===== src/rtl/fan_ctrl_pkg.sv =====
// rtl/fan_ctrl_pkg.sv - shared types and sizing helpers for the multi-channel fan controller
//
// Purpose: FSM state encoding for the time-multiplexed filter datapath,
// accumulator width helper and saturation limits derived from the ADC width.
// Ports: none (package).

package fan_ctrl_pkg;

  typedef enum logic [2:0] {
    ST_IDLE,
    ST_LOAD,
    ST_MAC0,
    ST_MAC1,
    ST_MAC2,
    ST_MAC3,
    ST_MAC4,
    ST_STORE
  } fsm_state_t;

  // Five products of (REG x ADC+1) bits plus sign headroom never overflow this.
  function automatic int acc_w(input int reg_w, input int adc_w);
    return reg_w + adc_w + 4;
  endfunction

  // Controller output is a signed (adc_w+1)-bit value: [-2^adc_w, 2^adc_w-1].
  function automatic int sat_hi(input int adc_w);
    return (1 << adc_w) - 1;
  endfunction

  function automatic int sat_lo(input int adc_w);
    return -(1 << adc_w);
  endfunction

endpackage


===== src/rtl/fan_ctrl_multi_if.sv =====
// rtl/fan_ctrl_multi_if.sv - sample/coefficient/PWM bundle between host logic and fan_ctrl_multi
//
// Purpose: groups everything except clock, reset and clock enable.
// Signals:
//   sample_i              step strobe
//   adc_value_i/set_value_i  packed per-channel samples, channel n at [n*AW +: AW]
//   b2_i..a0_i            signed filter coefficients
//   pwm_period_i/pwm_min_i   PWM period (ticks) and minimum nonzero duty
//   pwm_o                 fan drive pins
//   pid_val_o             packed signed controller outputs, channel n at [n*(AW+1) +: AW+1]
//   busy_o/done_o/overrun_o  step status
// Modports: master drives the inputs, slave is the controller.

interface fan_ctrl_multi_if #(
  parameter int CHANNELS     = 4,
  parameter int ADC_BITWIDTH = 4,
  parameter int REG_BITWIDTH = 8
);
  localparam int AW = ADC_BITWIDTH;

  logic                           sample_i;
  logic [CHANNELS*AW-1:0]         adc_value_i;
  logic [CHANNELS*AW-1:0]         set_value_i;
  logic signed [REG_BITWIDTH-1:0] b2_i;
  logic signed [REG_BITWIDTH-1:0] b1_i;
  logic signed [REG_BITWIDTH-1:0] b0_i;
  logic signed [REG_BITWIDTH-1:0] a1_i;
  logic signed [REG_BITWIDTH-1:0] a0_i;
  logic [AW:0]                    pwm_period_i;
  logic [AW-1:0]                  pwm_min_i;
  logic [CHANNELS-1:0]            pwm_o;
  logic [CHANNELS*(AW+1)-1:0]     pid_val_o;
  logic                           busy_o;
  logic                           done_o;
  logic                           overrun_o;

  modport master (
    output sample_i, adc_value_i, set_value_i,
    output b2_i, b1_i, b0_i, a1_i, a0_i,
    output pwm_period_i, pwm_min_i,
    input  pwm_o, pid_val_o, busy_o, done_o, overrun_o
  );

  modport slave (
    input  sample_i, adc_value_i, set_value_i,
    input  b2_i, b1_i, b0_i, a1_i, a0_i,
    input  pwm_period_i, pwm_min_i,
    output pwm_o, pid_val_o, busy_o, done_o, overrun_o
  );

endinterface


===== src/rtl/fan_pwm_ch.sv =====
// rtl/fan_pwm_ch.sv - per-channel duty clamp, pending/active duty and PWM compare
//
// Purpose: turns one channel's saturated controller value into a PWM output
// against the shared period counter.
// Ports:
//   clk_i, rst_i  clock, asynchronous active-high reset
//   store         controller value y is valid for this channel this cycle
//   y             signed controller value (AW+1 bits)
//   pwm_min       minimum nonzero duty
//   cnt           shared period counter
//   load          counter wraps to 0 (or PWM disabled): pending duty becomes active
//   en            PWM enabled (period nonzero)
//   pwm           fan drive output

module fan_pwm_ch #(
  parameter int AW = 4
) (
  input  logic               clk_i,
  input  logic               rst_i,
  input  logic               store,
  input  logic signed [AW:0] y,
  input  logic [AW-1:0]      pwm_min,
  input  logic [AW:0]        cnt,
  input  logic               load,
  input  logic               en,
  output logic               pwm
);

  logic [AW:0] mag;
  logic [AW:0] duty_new;
  logic [AW:0] pending_q;
  logic [AW:0] active_q;

  // Negation of the most negative value (-2^AW) yields 2^AW, which fits unsigned.
  assign mag = $unsigned(-y);

  // Only negative outputs drive the fan; small nonzero duties are raised to the minimum.
  always_comb begin
    duty_new = '0;
    if (y[AW]) begin
      duty_new = (mag < {1'b0, pwm_min}) ? {1'b0, pwm_min} : mag;
    end
  end

  always_ff @(posedge clk_i or posedge rst_i) begin
    if (rst_i) begin
      pending_q <= '0;
      active_q  <= '0;
    end else begin
      if (store) begin
        pending_q <= duty_new;
      end
      // The compare value changes only at period start so no period is cut short.
      if (load) begin
        active_q <= pending_q;
      end
    end
  end

  assign pwm = en & (cnt < active_q);

endmodule


===== src/rtl/fan_ctrl_multi.sv =====
// rtl/fan_ctrl_multi.sv - time-multiplexed IIR fan controller serving CHANNELS fans
//
// Purpose: one shared multiply-accumulate walks all channels per sample strobe,
// keeping per-channel error/output history, and drives one PWM pin per fan.
// Ports:
//   clk_i     clock
//   rst_i     asynchronous active-high reset
//   clk_en_i  PWM counter advance enable
//   bus       fan_ctrl_multi_if slave: samples, coefficients, PWM setup, outputs, status

module fan_ctrl_multi
  import fan_ctrl_pkg::*;
#(
  parameter int CHANNELS      = 4,
  parameter int ADC_BITWIDTH  = 4,
  parameter int REG_BITWIDTH  = 8,
  parameter int FRAC_BITWIDTH = 6
) (
  input  logic            clk_i,
  input  logic            rst_i,
  input  logic            clk_en_i,
  fan_ctrl_multi_if.slave bus
);

  localparam int AW    = ADC_BITWIDTH;
  localparam int RW    = REG_BITWIDTH;
  localparam int EW    = AW + 1;
  localparam int PW    = RW + EW;
  localparam int ACC_W = acc_w(RW, AW);
  localparam int CH_W  = (CHANNELS > 1) ? $clog2(CHANNELS) : 1;
  localparam logic signed [ACC_W-1:0] SAT_HI = ACC_W'(sat_hi(AW));
  localparam logic signed [ACC_W-1:0] SAT_LO = ACC_W'(sat_lo(AW));

  // ---------------------------------------------------------------- FSM
  fsm_state_t      state_q, state_d;
  logic [CH_W-1:0] ch_q, ch_d;
  logic            done_q, done_d;
  logic            store;
  logic            last_ch;
  logic            busy;

  assign busy    = (state_q != ST_IDLE);
  assign last_ch = (ch_q == CH_W'(CHANNELS - 1));

  always_ff @(posedge clk_i or posedge rst_i) begin
    if (rst_i) begin
      state_q <= ST_IDLE;
      ch_q    <= '0;
      done_q  <= 1'b0;
    end else begin
      state_q <= state_d;
      ch_q    <= ch_d;
      done_q  <= done_d;
    end
  end

  always_comb begin
    state_d = state_q;
    ch_d    = ch_q;
    done_d  = 1'b0;
    store   = 1'b0;
    case (state_q)
      ST_IDLE: begin
        if (bus.sample_i) begin
          state_d = ST_LOAD;
          ch_d    = '0;
        end
      end
      ST_LOAD: state_d = ST_MAC0;
      ST_MAC0: state_d = ST_MAC1;
      ST_MAC1: state_d = ST_MAC2;
      ST_MAC2: state_d = ST_MAC3;
      ST_MAC3: state_d = ST_MAC4;
      ST_MAC4: state_d = ST_STORE;
      ST_STORE: begin
        store = 1'b1;
        if (last_ch) begin
          state_d = ST_IDLE;
          done_d  = 1'b1;
        end else begin
          ch_d    = ch_q + 1'b1;
          state_d = ST_LOAD;
        end
      end
      default: state_d = ST_IDLE;
    endcase
  end

  // ---------------------------------------------------------- datapath
  logic [AW-1:0]           set_ch, adc_ch;
  logic signed [EW-1:0]    e_new, e_cur_q;
  logic signed [EW-1:0]    e1_q  [CHANNELS];
  logic signed [EW-1:0]    e2_q  [CHANNELS];
  logic signed [EW-1:0]    y1_q  [CHANNELS];
  logic signed [EW-1:0]    y2_q  [CHANNELS];
  logic signed [EW-1:0]    pid_q [CHANNELS];
  logic signed [RW-1:0]    mul_coef;
  logic signed [EW-1:0]    mul_op;
  logic                    mul_sub;
  logic                    mac_en;
  logic signed [PW-1:0]    coef_x, op_x, prod;
  logic signed [ACC_W-1:0] prod_x, acc_q, acc_d, acc_shr;
  logic signed [EW-1:0]    y_sat;

  assign set_ch = bus.set_value_i[ch_q*AW +: AW];
  assign adc_ch = bus.adc_value_i[ch_q*AW +: AW];
  assign e_new  = $signed({1'b0, set_ch}) - $signed({1'b0, adc_ch});

  // One coefficient/history pair per MAC cycle; feedback terms are subtracted.
  always_comb begin
    mul_coef = '0;
    mul_op   = '0;
    mul_sub  = 1'b0;
    mac_en   = 1'b0;
    case (state_q)
      ST_MAC0: begin mul_coef = bus.b2_i; mul_op = e_cur_q;    mac_en = 1'b1; end
      ST_MAC1: begin mul_coef = bus.b1_i; mul_op = e1_q[ch_q]; mac_en = 1'b1; end
      ST_MAC2: begin mul_coef = bus.b0_i; mul_op = e2_q[ch_q]; mac_en = 1'b1; end
      ST_MAC3: begin mul_coef = bus.a1_i; mul_op = y1_q[ch_q]; mac_en = 1'b1; mul_sub = 1'b1; end
      ST_MAC4: begin mul_coef = bus.a0_i; mul_op = y2_q[ch_q]; mac_en = 1'b1; mul_sub = 1'b1; end
      default: ;
    endcase
  end

  // Operands are sign-extended to the full product width so the multiply is exact.
  assign coef_x = {{(PW-RW){mul_coef[RW-1]}}, mul_coef};
  assign op_x   = {{(PW-EW){mul_op[EW-1]}}, mul_op};
  assign prod   = coef_x * op_x;
  assign prod_x = {{(ACC_W-PW){prod[PW-1]}}, prod};
  assign acc_d  = mul_sub ? (acc_q - prod_x) : (acc_q + prod_x);

  // Arithmetic shift floors toward minus infinity before clamping.
  assign acc_shr = acc_q >>> FRAC_BITWIDTH;

  always_comb begin
    if (acc_shr > SAT_HI) begin
      y_sat = SAT_HI[EW-1:0];
    end else if (acc_shr < SAT_LO) begin
      y_sat = SAT_LO[EW-1:0];
    end else begin
      y_sat = acc_shr[EW-1:0];
    end
  end

  always_ff @(posedge clk_i or posedge rst_i) begin
    if (rst_i) begin
      e_cur_q <= '0;
      acc_q   <= '0;
      for (int n = 0; n < CHANNELS; n++) begin
        e1_q[n]  <= '0;
        e2_q[n]  <= '0;
        y1_q[n]  <= '0;
        y2_q[n]  <= '0;
        pid_q[n] <= '0;
      end
    end else begin
      if (state_q == ST_LOAD) begin
        e_cur_q <= e_new;
        acc_q   <= '0;
      end
      if (mac_en) begin
        acc_q <= acc_d;
      end
      // History advances only once this channel's new output is final.
      if (store) begin
        e2_q[ch_q]  <= e1_q[ch_q];
        e1_q[ch_q]  <= e_cur_q;
        y2_q[ch_q]  <= y1_q[ch_q];
        y1_q[ch_q]  <= y_sat;
        pid_q[ch_q] <= y_sat;
      end
    end
  end

  logic [CHANNELS*EW-1:0] pid_flat;

  always_comb begin
    pid_flat = '0;
    for (int n = 0; n < CHANNELS; n++) begin
      pid_flat[n*EW +: EW] = pid_q[n];
    end
  end

  // --------------------------------------------------------------- PWM
  logic [EW-1:0]       cnt_q;
  logic                period_zero;
  logic                cnt_end;
  logic                wrap;
  logic [CHANNELS-1:0] pwm;

  assign period_zero = (bus.pwm_period_i == '0);
  // ">=" lets a shortened period take effect at once instead of counting past it.
  assign cnt_end     = (cnt_q >= (bus.pwm_period_i - EW'(1)));
  assign wrap        = clk_en_i & ~period_zero & cnt_end;

  always_ff @(posedge clk_i or posedge rst_i) begin
    if (rst_i) begin
      cnt_q <= '0;
    end else if (period_zero || wrap) begin
      cnt_q <= '0;
    end else if (clk_en_i) begin
      cnt_q <= cnt_q + EW'(1);
    end
  end

  for (genvar n = 0; n < CHANNELS; n++) begin : g_ch
    fan_pwm_ch #(
      .AW(AW)
    ) u_pwm (
      .clk_i   (clk_i),
      .rst_i   (rst_i),
      .store   (store && (ch_q == CH_W'(n))),
      .y       (y_sat),
      .pwm_min (bus.pwm_min_i),
      .cnt     (cnt_q),
      .load    (wrap | period_zero),
      .en      (~period_zero),
      .pwm     (pwm[n])
    );
  end

  // ----------------------------------------------------------- outputs
  assign bus.pwm_o     = pwm;
  assign bus.pid_val_o = pid_flat;
  assign bus.busy_o    = busy;
  assign bus.done_o    = done_q;
  assign bus.overrun_o = bus.sample_i & busy;

endmodule

===== src/flat_wrapper.sv =====
// flat-port wrapper written by rule: the top's interface ports become plain ports
module fan_ctrl_multi_flat import fan_ctrl_pkg::*;
#(
  parameter int CHANNELS      = 4,
  parameter int ADC_BITWIDTH  = 4,
  parameter int REG_BITWIDTH  = 8,
  parameter int FRAC_BITWIDTH = 6
)
  (clk_i, rst_i, clk_en_i, bus_sample_i, bus_adc_value_i, bus_set_value_i, bus_b2_i, bus_b1_i, bus_b0_i, bus_a1_i, bus_a0_i, bus_pwm_period_i, bus_pwm_min_i, bus_pwm_o, bus_pid_val_o, bus_busy_o, bus_done_o, bus_overrun_o);
  fan_ctrl_multi_if #(.CHANNELS(CHANNELS), .ADC_BITWIDTH(ADC_BITWIDTH), .REG_BITWIDTH(REG_BITWIDTH)) bus_i ();
  input  logic clk_i;
  input  logic rst_i;
  input  logic clk_en_i;
  input wire logic [$bits(bus_i.sample_i)-1:0] bus_sample_i;
  input wire logic [$bits(bus_i.adc_value_i)-1:0] bus_adc_value_i;
  input wire logic [$bits(bus_i.set_value_i)-1:0] bus_set_value_i;
  input wire logic [$bits(bus_i.b2_i)-1:0] bus_b2_i;
  input wire logic [$bits(bus_i.b1_i)-1:0] bus_b1_i;
  input wire logic [$bits(bus_i.b0_i)-1:0] bus_b0_i;
  input wire logic [$bits(bus_i.a1_i)-1:0] bus_a1_i;
  input wire logic [$bits(bus_i.a0_i)-1:0] bus_a0_i;
  input wire logic [$bits(bus_i.pwm_period_i)-1:0] bus_pwm_period_i;
  input wire logic [$bits(bus_i.pwm_min_i)-1:0] bus_pwm_min_i;
  output wire logic [$bits(bus_i.pwm_o)-1:0] bus_pwm_o;
  output wire logic [$bits(bus_i.pid_val_o)-1:0] bus_pid_val_o;
  output wire logic [$bits(bus_i.busy_o)-1:0] bus_busy_o;
  output wire logic [$bits(bus_i.done_o)-1:0] bus_done_o;
  output wire logic [$bits(bus_i.overrun_o)-1:0] bus_overrun_o;
  assign bus_i.sample_i = bus_sample_i;
  assign bus_i.adc_value_i = bus_adc_value_i;
  assign bus_i.set_value_i = bus_set_value_i;
  assign bus_i.b2_i = bus_b2_i;
  assign bus_i.b1_i = bus_b1_i;
  assign bus_i.b0_i = bus_b0_i;
  assign bus_i.a1_i = bus_a1_i;
  assign bus_i.a0_i = bus_a0_i;
  assign bus_i.pwm_period_i = bus_pwm_period_i;
  assign bus_i.pwm_min_i = bus_pwm_min_i;
  assign bus_pwm_o = bus_i.pwm_o;
  assign bus_pid_val_o = bus_i.pid_val_o;
  assign bus_busy_o = bus_i.busy_o;
  assign bus_done_o = bus_i.done_o;
  assign bus_overrun_o = bus_i.overrun_o;
  fan_ctrl_multi #(.CHANNELS(CHANNELS), .ADC_BITWIDTH(ADC_BITWIDTH), .REG_BITWIDTH(REG_BITWIDTH), .FRAC_BITWIDTH(FRAC_BITWIDTH)) u_core (.clk_i(clk_i), .rst_i(rst_i), .clk_en_i(clk_en_i), .bus(bus_i));
endmodule

===== config.mk =====
export PLATFORM = sky130hd
export DESIGN_NAME = fan_ctrl_multi_flat
export DESIGN_NICKNAME = d
export VERILOG_FILES = /design/src/rtl/fan_ctrl_pkg.sv /design/src/rtl/fan_ctrl_multi_if.sv /design/src/rtl/fan_pwm_ch.sv /design/src/rtl/fan_ctrl_multi.sv /design/src/flat_wrapper.sv
export SDC_FILE = /design/constraint.sdc
export NUM_CORES = 1
export LEC_CHECK = 0
export ABC_AREA = 1
export BUFFER_PORTS_ARGS = -buffer_cell sky130_fd_sc_hd__buf_2
export CAP_MARGIN = 20
export CORE_MARGIN = 1
export CORE_UTILIZATION = 55
export CTS_CLUSTER_SIZE = 16
export DETAILED_ROUTE_END_ITERATION = 12
export PLACE_DENSITY_LB_ADDON = 0.1
export SLEW_MARGIN = 20
export SYNTH_ARGS = -nofsm -noshare
export SYNTH_HDL_FRONTEND = slang
export SYNTH_HIERARCHICAL = 1
export SYNTH_SLANG_ARGS = --single-unit

===== constraint.sdc =====
create_clock -name clk_i -period 12.45 [get_ports clk_i]
set_input_delay 3.1125 -clock clk_i [delete_from_list [all_inputs] [get_ports clk_i]]
set_output_delay 3.1125 -clock clk_i [all_outputs]
set_load 0.01 [all_outputs]

# --- Yosys cells after proc, flatten, opt, wreduce, memory -nomap -nowiden ---
# Index checks and enable logic that the tools add are counted.
# Widths: inputs -> output; s select.
totals:
  register_bits: 172
  inputBits: 85
  out_inout_bits: 27
  elab_cells: 133
classes:
  addsub: 7
  mul: 1
  magnitude_cmp: 10
  n_eq_ne: 12
  n_shift: 2
  n_mux: 41
  bitwise_logic: 10
  n_reduce_logical: 16
op_table:
  columns: ["cell", "count"]
  rows:
  - ["$bwmux 20", 5]
  - ["$mux 5", 15]
  - ["$mux 16", 3]
  - ["$bmux 5 s2", 4]
  - ["$pmux 8 s5", 1]
  - ["$shiftx 16x5->4", 2]
  - ["$pmux 5 s5", 1]
  - ["$pmux 3 s8", 1]
  - ["$lt 5x5->1", 4]
  - ["$add 16x13->16", 1]
  - ["$sub 16x13->16", 1]
  - ["$mul 8x5->13", 1]
  - ["$eq 3x3->1 const B", 4]
  - ["$demux 5 s2", 1]
  - ["$gt 10x5->1 const B", 1]
  - ["$lt 10x5->1 const B", 1]
  - ["$and 1x1->1", 7]
  - ["$eq 3x2->1 const B", 2]
  - ["$mux 1", 6]
  - ["$reduce_bool 2->1", 3]
  - ["$add 5x1->5 const B", 1]
  - ["$ge 5x5->1", 1]
  - ["$logic_and 1x1->1", 5]
  - ["$logic_not 5->1", 1]
  - ["other kinds (24)", 27]

# --- Depth between registers and ports, before layout ---
depth:
  ltp_word: 9
  depth_mapped: 40

# --- Cells and area by module ---
# Netlist, hierarchy kept.
modules_own_cells:
  columns: ["module", "instances", "cells_each", "area_each_um2", "seq_area_each_um2"]
  rows:
  - ["fan_ctrl_multi", 1, 1124, 8582.0, 2802.7]
  - ["fan_pwm_ch", 4, 101, 728.2, 250.2]

# --- Least setup slack after synthesis ---
# No wires, ideal clock.
synth_path:
  path_type: "in2reg"
  startpoint: "in bus_a0_i[1]"
  endpoint: "reg u_core.acc_q[11]"
  setup_ns: 0.122
  arrival_ns: 8.032
  required_time_ns: 12.328
  setup_slack_ns: 4.297
  stages: 28
  n_path_buf: 0
  path_cell_list: "a22o_1 > a221oi_1 > and2_1 > inv_1 > nor2_1 > fa_1 > fa_1 > inv_1 > fa_1 > inv_1 > ha_1 > nand2_1 > nand3_1 > xor2_1 > nor2_1 > nand3_2 > nand2_2 > xnor2_1 > inv_1 > ha_1 > nand2_1 > nor3_1 > nand3_1 > nand3_1 > nand2_1 > a31oi_1 > nand2_1 > a32o_1"
synth_via:
  elab_chain_cells: 5
  word_cells_on_any_way: 6
  cone_classes: "add/sub: 2; mul: 1; mux: 3"
synth_lines:
  columns: ["element", "line_no", "source"]
  rows:
  - ["start: declaration", "flat_wrapper.sv:21", "input wire logic [$bits(bus_i.a0_i)-1:0] bus_a0_i;"]
  - ["$pmux 8 s5 *", "fan_ctrl_multi.sv:115", "case (state_q)"]
  - ["$mul 8x5->13 *", "fan_ctrl_multi.sv:128", "assign prod = coef_x * op_x;"]
  - ["$add 16x13->16 or $sub 16x13->16 (tied branches)", "fan_ctrl_multi.sv:130", "assign acc_d = mul_sub ? (acc_q - prod_x) : (acc_q + prod_x);"]
  - ["$mux 16 *", "fan_ctrl_multi.sv:130", null]
  - ["$mux 16 *", "fan_ctrl_multi.sv:161", "if (mac_en) begin"]
  - ["end signal: assignment", "fan_ctrl_multi.sv:148", "acc_q <= '0;"]
  - ["end signal: assignment", "fan_ctrl_multi.sv:159", "acc_q <= '0;"]
  - ["end signal: assignment", "fan_ctrl_multi.sv:162", "acc_q <= acc_d;"]
  - ["end: declaration", "fan_ctrl_multi.sv:102", "logic signed [ACC_W-1:0] prod_x, acc_q, acc_d, acc_shr;"]
# Mark *: on every way between the ends. The rest lies on a longest branch, timed or not.
# A chain may end at the register's enable or synchronous reset.

# --- Worst setup path in the final report ---
layout_path:
  startpoint: "in bus_a0_i[1]"
  endpoint: "reg u_core.acc_q[15]"
# The elaborated chain is that of the path after synthesis.

==> flow_summary.ini <==
[clocking]
clkLatencyLatePin_ns = 0.43
root_buffer = clkbuf_16
h-tree-depth = 4
cts_resized = 0
path_clk_slew_ns = 0.06
cts_buffers = 17
cts_sinks = 152
cts_buffer_depth = 2
cts_tree = done
cts_hold_buf = 0
post_cts_buffers = 0

[timing]
finClkSkew_ns = 0.01159
finalHoldViolations = 0
finalSetupTns_ns = 0
max-slew-margin-rel = 0.2376
setup_viol = 0
min_period_ns = 8.455
grt_setup_unrepaired = false
fin_crit_sh = 0.6791
max_freq_mhz = 118.3
drv_slew = 0
tightest_slew_ns = 1.144
hold_ws_ns = 0.4752

[synth]
ys_seq_area_frac = 0.3309
yosysTopAreaCell = dfrtp_1
avgSynthCellArea_um2 = 7.523
async_flop_share = 1.000
synthTopCellsByCount = nand2_1, inv_1, dfrtp_1
yosysMostFrequentCell = nand2_1
synth_edf_count = 0
yosysWarnings = 6
yosysTopAreaCellShare = 0.3309
ys_ff_latch = 152
synth.top_cells.by_area = dfrtp_1, nand2_1, ha_1, inv_1, o21ai_0
synthFlopType = dfrtp_1
synth.cell_area_um2 = 11490
syn_inst = 1528
synth_fp_nets = 1733
synth.distinct_cells = 56

[drt]
dr.first_iter.drc_count = 634
drt-pass1-iter-count = 8
vias = 10190
wl_um = 27660
final_antenna_net_count = 0
avgViaCountPerCell = 5.346
wire_per_inst_um = 14.50
drc = 0

[worst_setup_path]
regToRegStartpoint = u_core/ch_q[1]$_DFFE_PP0P_
worst-r2r-cell-count = 30
critPathArrivalTime_ns = 8.81
crit_top_cell = nand2_1
r2r-end = u_core/acc_q[15]$_DFFE_PP0P_
worstPathMaxFanout = 6
cp.required_ns = 12.81
path_class = in2reg
rrSetupSlack_ns = 5.06
crit_end = u_core/acc_q[15]$_DFFE_PP0P_
slowest_stage = fa_1
critPathLaunchType = primary input
endpoint_kind = flop
cp-startpoint = bus_a0_i[1]
slowest_delay_ns = 0.54

[finish]
fin_nets = 1829
n_antenna_cell = 0
drive_gt1_frac = 0.1350
area_delta_synth_final_pct = 11.59

[floorplan]
die_area_um2 = 21480
die_h_um = 146.6
ioPinCount = 112
coreArea_um2 = 20360
rows = 52
die_w_um = 146.6
start_util = 0.5645

[placed_design]
gp_congestion = 0.9228
place_hpwl_um = 20170
portBuffers = 111

[global_route]
grt.overflow.total = 0
antenna_found_initial = 0
grt_usage = 0.2726
grt_pass1_wl_um = 46970
grt_pass1_vias = 9824
grt_max_degree = 61

[outcome]
status = completed

[hold_path]
hp-class = reg2reg

[job]
maxCapViolations = 0
[metrics by stage]
step | cells | worst slack (ns) | util | instance area [um^2]
final | 1907 | 3.995 | 0.6299 | 12830
after global routing | 1907 | 3.388 | 0.6299 | 12830
after global placement | 1875 | 3.805 | 0.6005 | 12230
after detailed placement | 1875 | 3.680 | 0.6005 | 12230
after CTS | 1907 | 4.023 | 0.6297 | 12820
after floorplan | 1528 | 4.297 | - | 11490
[critical path: cells and delay by family]
family                   cells  cell delay [ns]
adder cells (fa/ha/maj)      5             2.20
AND/OR/NAND/NOR             15             1.72
AO/OA/AOI/OAI                4             0.78
XOR/XNOR                     2             0.53
buffers and inverters        7             0.46
[state kept, by name (all words and copies together), names as in the netlist]
register and count:
u_core/ch_q 2, u_core/e1_q 20, u_core/g_ch.u_pwm/pending_q 20, u_core/y2_q 20, u_core/g_ch.u_pwm/active_q 20, u_core/cnt_q 5
u_core/bus.done_o 1, u_core/acc_q 16, u_core/e_cur_q 5, u_core/state_q 3, u_core/e2_q 20, u_core/y1_q 20
[logic make-up after synthesis]
family	Yosys count	share of synthesized area
and+or+nand+nor	659	0.2530
DFF	152	0.3309
xor gates and xnor gates	23	0.01752
adders and majority gates	120	0.1496
buffers and inverters	290	0.1022
AOI/OAI and AO/OA	284	0.1468
[area by class of cell]
type	instances	area [um^2]
Timing Repair Buffer	119	615.6
Clock buffer	18	439.2
Tap cell	270	337.8
Fill cell	1849	7537
Inverter	248	950.9
Sequential cell	152	3805
Clock inverter	14	155.1
Multi-Input combinational cell	1086	6524
[how the worst min path moves through the flow]
stage / from / endpoint / slack [ns] / cells after the start
final: u_core/g_ch[3].u_pwm/pending_q[4]$_DFFE_PP0P_ / u_core/g_ch[3].u_pwm/pending_q[4]$_DFFE_PP0P_ / 0.48 / 2
after CTS: u_core/g_ch[3].u_pwm/pending_q[4]$_DFFE_PP0P_ / u_core/g_ch[3].u_pwm/pending_q[4]$_DFFE_PP0P_ / 0.48 / 2
after global placement: u_core/g_ch[1].u_pwm/pending_q[4]$_DFFE_PP0P_ / u_core/g_ch[1].u_pwm/pending_q[4]$_DFFE_PP0P_ / 0.46 / 2
after global routing: u_core/g_ch[3].u_pwm/pending_q[4]$_DFFE_PP0P_ / u_core/g_ch[3].u_pwm/pending_q[4]$_DFFE_PP0P_ / 0.49 / 2
after floorplan: u_core/g_ch[0].u_pwm/pending_q[4]$_DFFE_PP0P_ / u_core/g_ch[0].u_pwm/pending_q[4]$_DFFE_PP0P_ / 0.44 / 2
after detailed placement: u_core/g_ch[3].u_pwm/pending_q[4]$_DFFE_PP0P_ / u_core/g_ch[3].u_pwm/pending_q[4]$_DFFE_PP0P_ / 0.46 / 2
[cells in the final DEF, fill, tap and decap left out, types with 4 or more instances in the layout]
cell type	n
o22ai_1	11
o21bai_1	4
nor2_4	11
nor2_2	4
inv_6	5
inv_8	4
buf_2	111
nand2_2	9
inv_1	234
nand4_1	23
a22o_1	7
o211ai_1	4
a31oi_1	4
xnor2_1	7
fa_1	29
xor2_1	16
clkinv_2	5
inv_4	4
nand2_1	419
a32o_1	12
or2_2	7
nand3_1	61
dfrtp_1	151
inv_2	4
clkbuf_16	17
o21ai_0	138
nand3_2	8
a221oi_1	13
ha_1	91
and2_1	4
buf_4	8
a21oi_1	67
nor2_1	92
o31ai_1	4
nor3_1	5
[metal layers]
metal | up-vias | part of all wire | track usage
met4 | 0 | 0.013 | 0.06979
met3 | 24 | 0.045 | 0.04438
li1 | 5143 | - | -
met5 | - | 0 | 0
met2 | 254 | 0.47 | 0.4600
met1 | 4773 | 0.47 | 0.3645
Power is left out: the tool's default activity adds up to more than one toggle a clock period on the data nets, which glitch-free logic cannot reach.
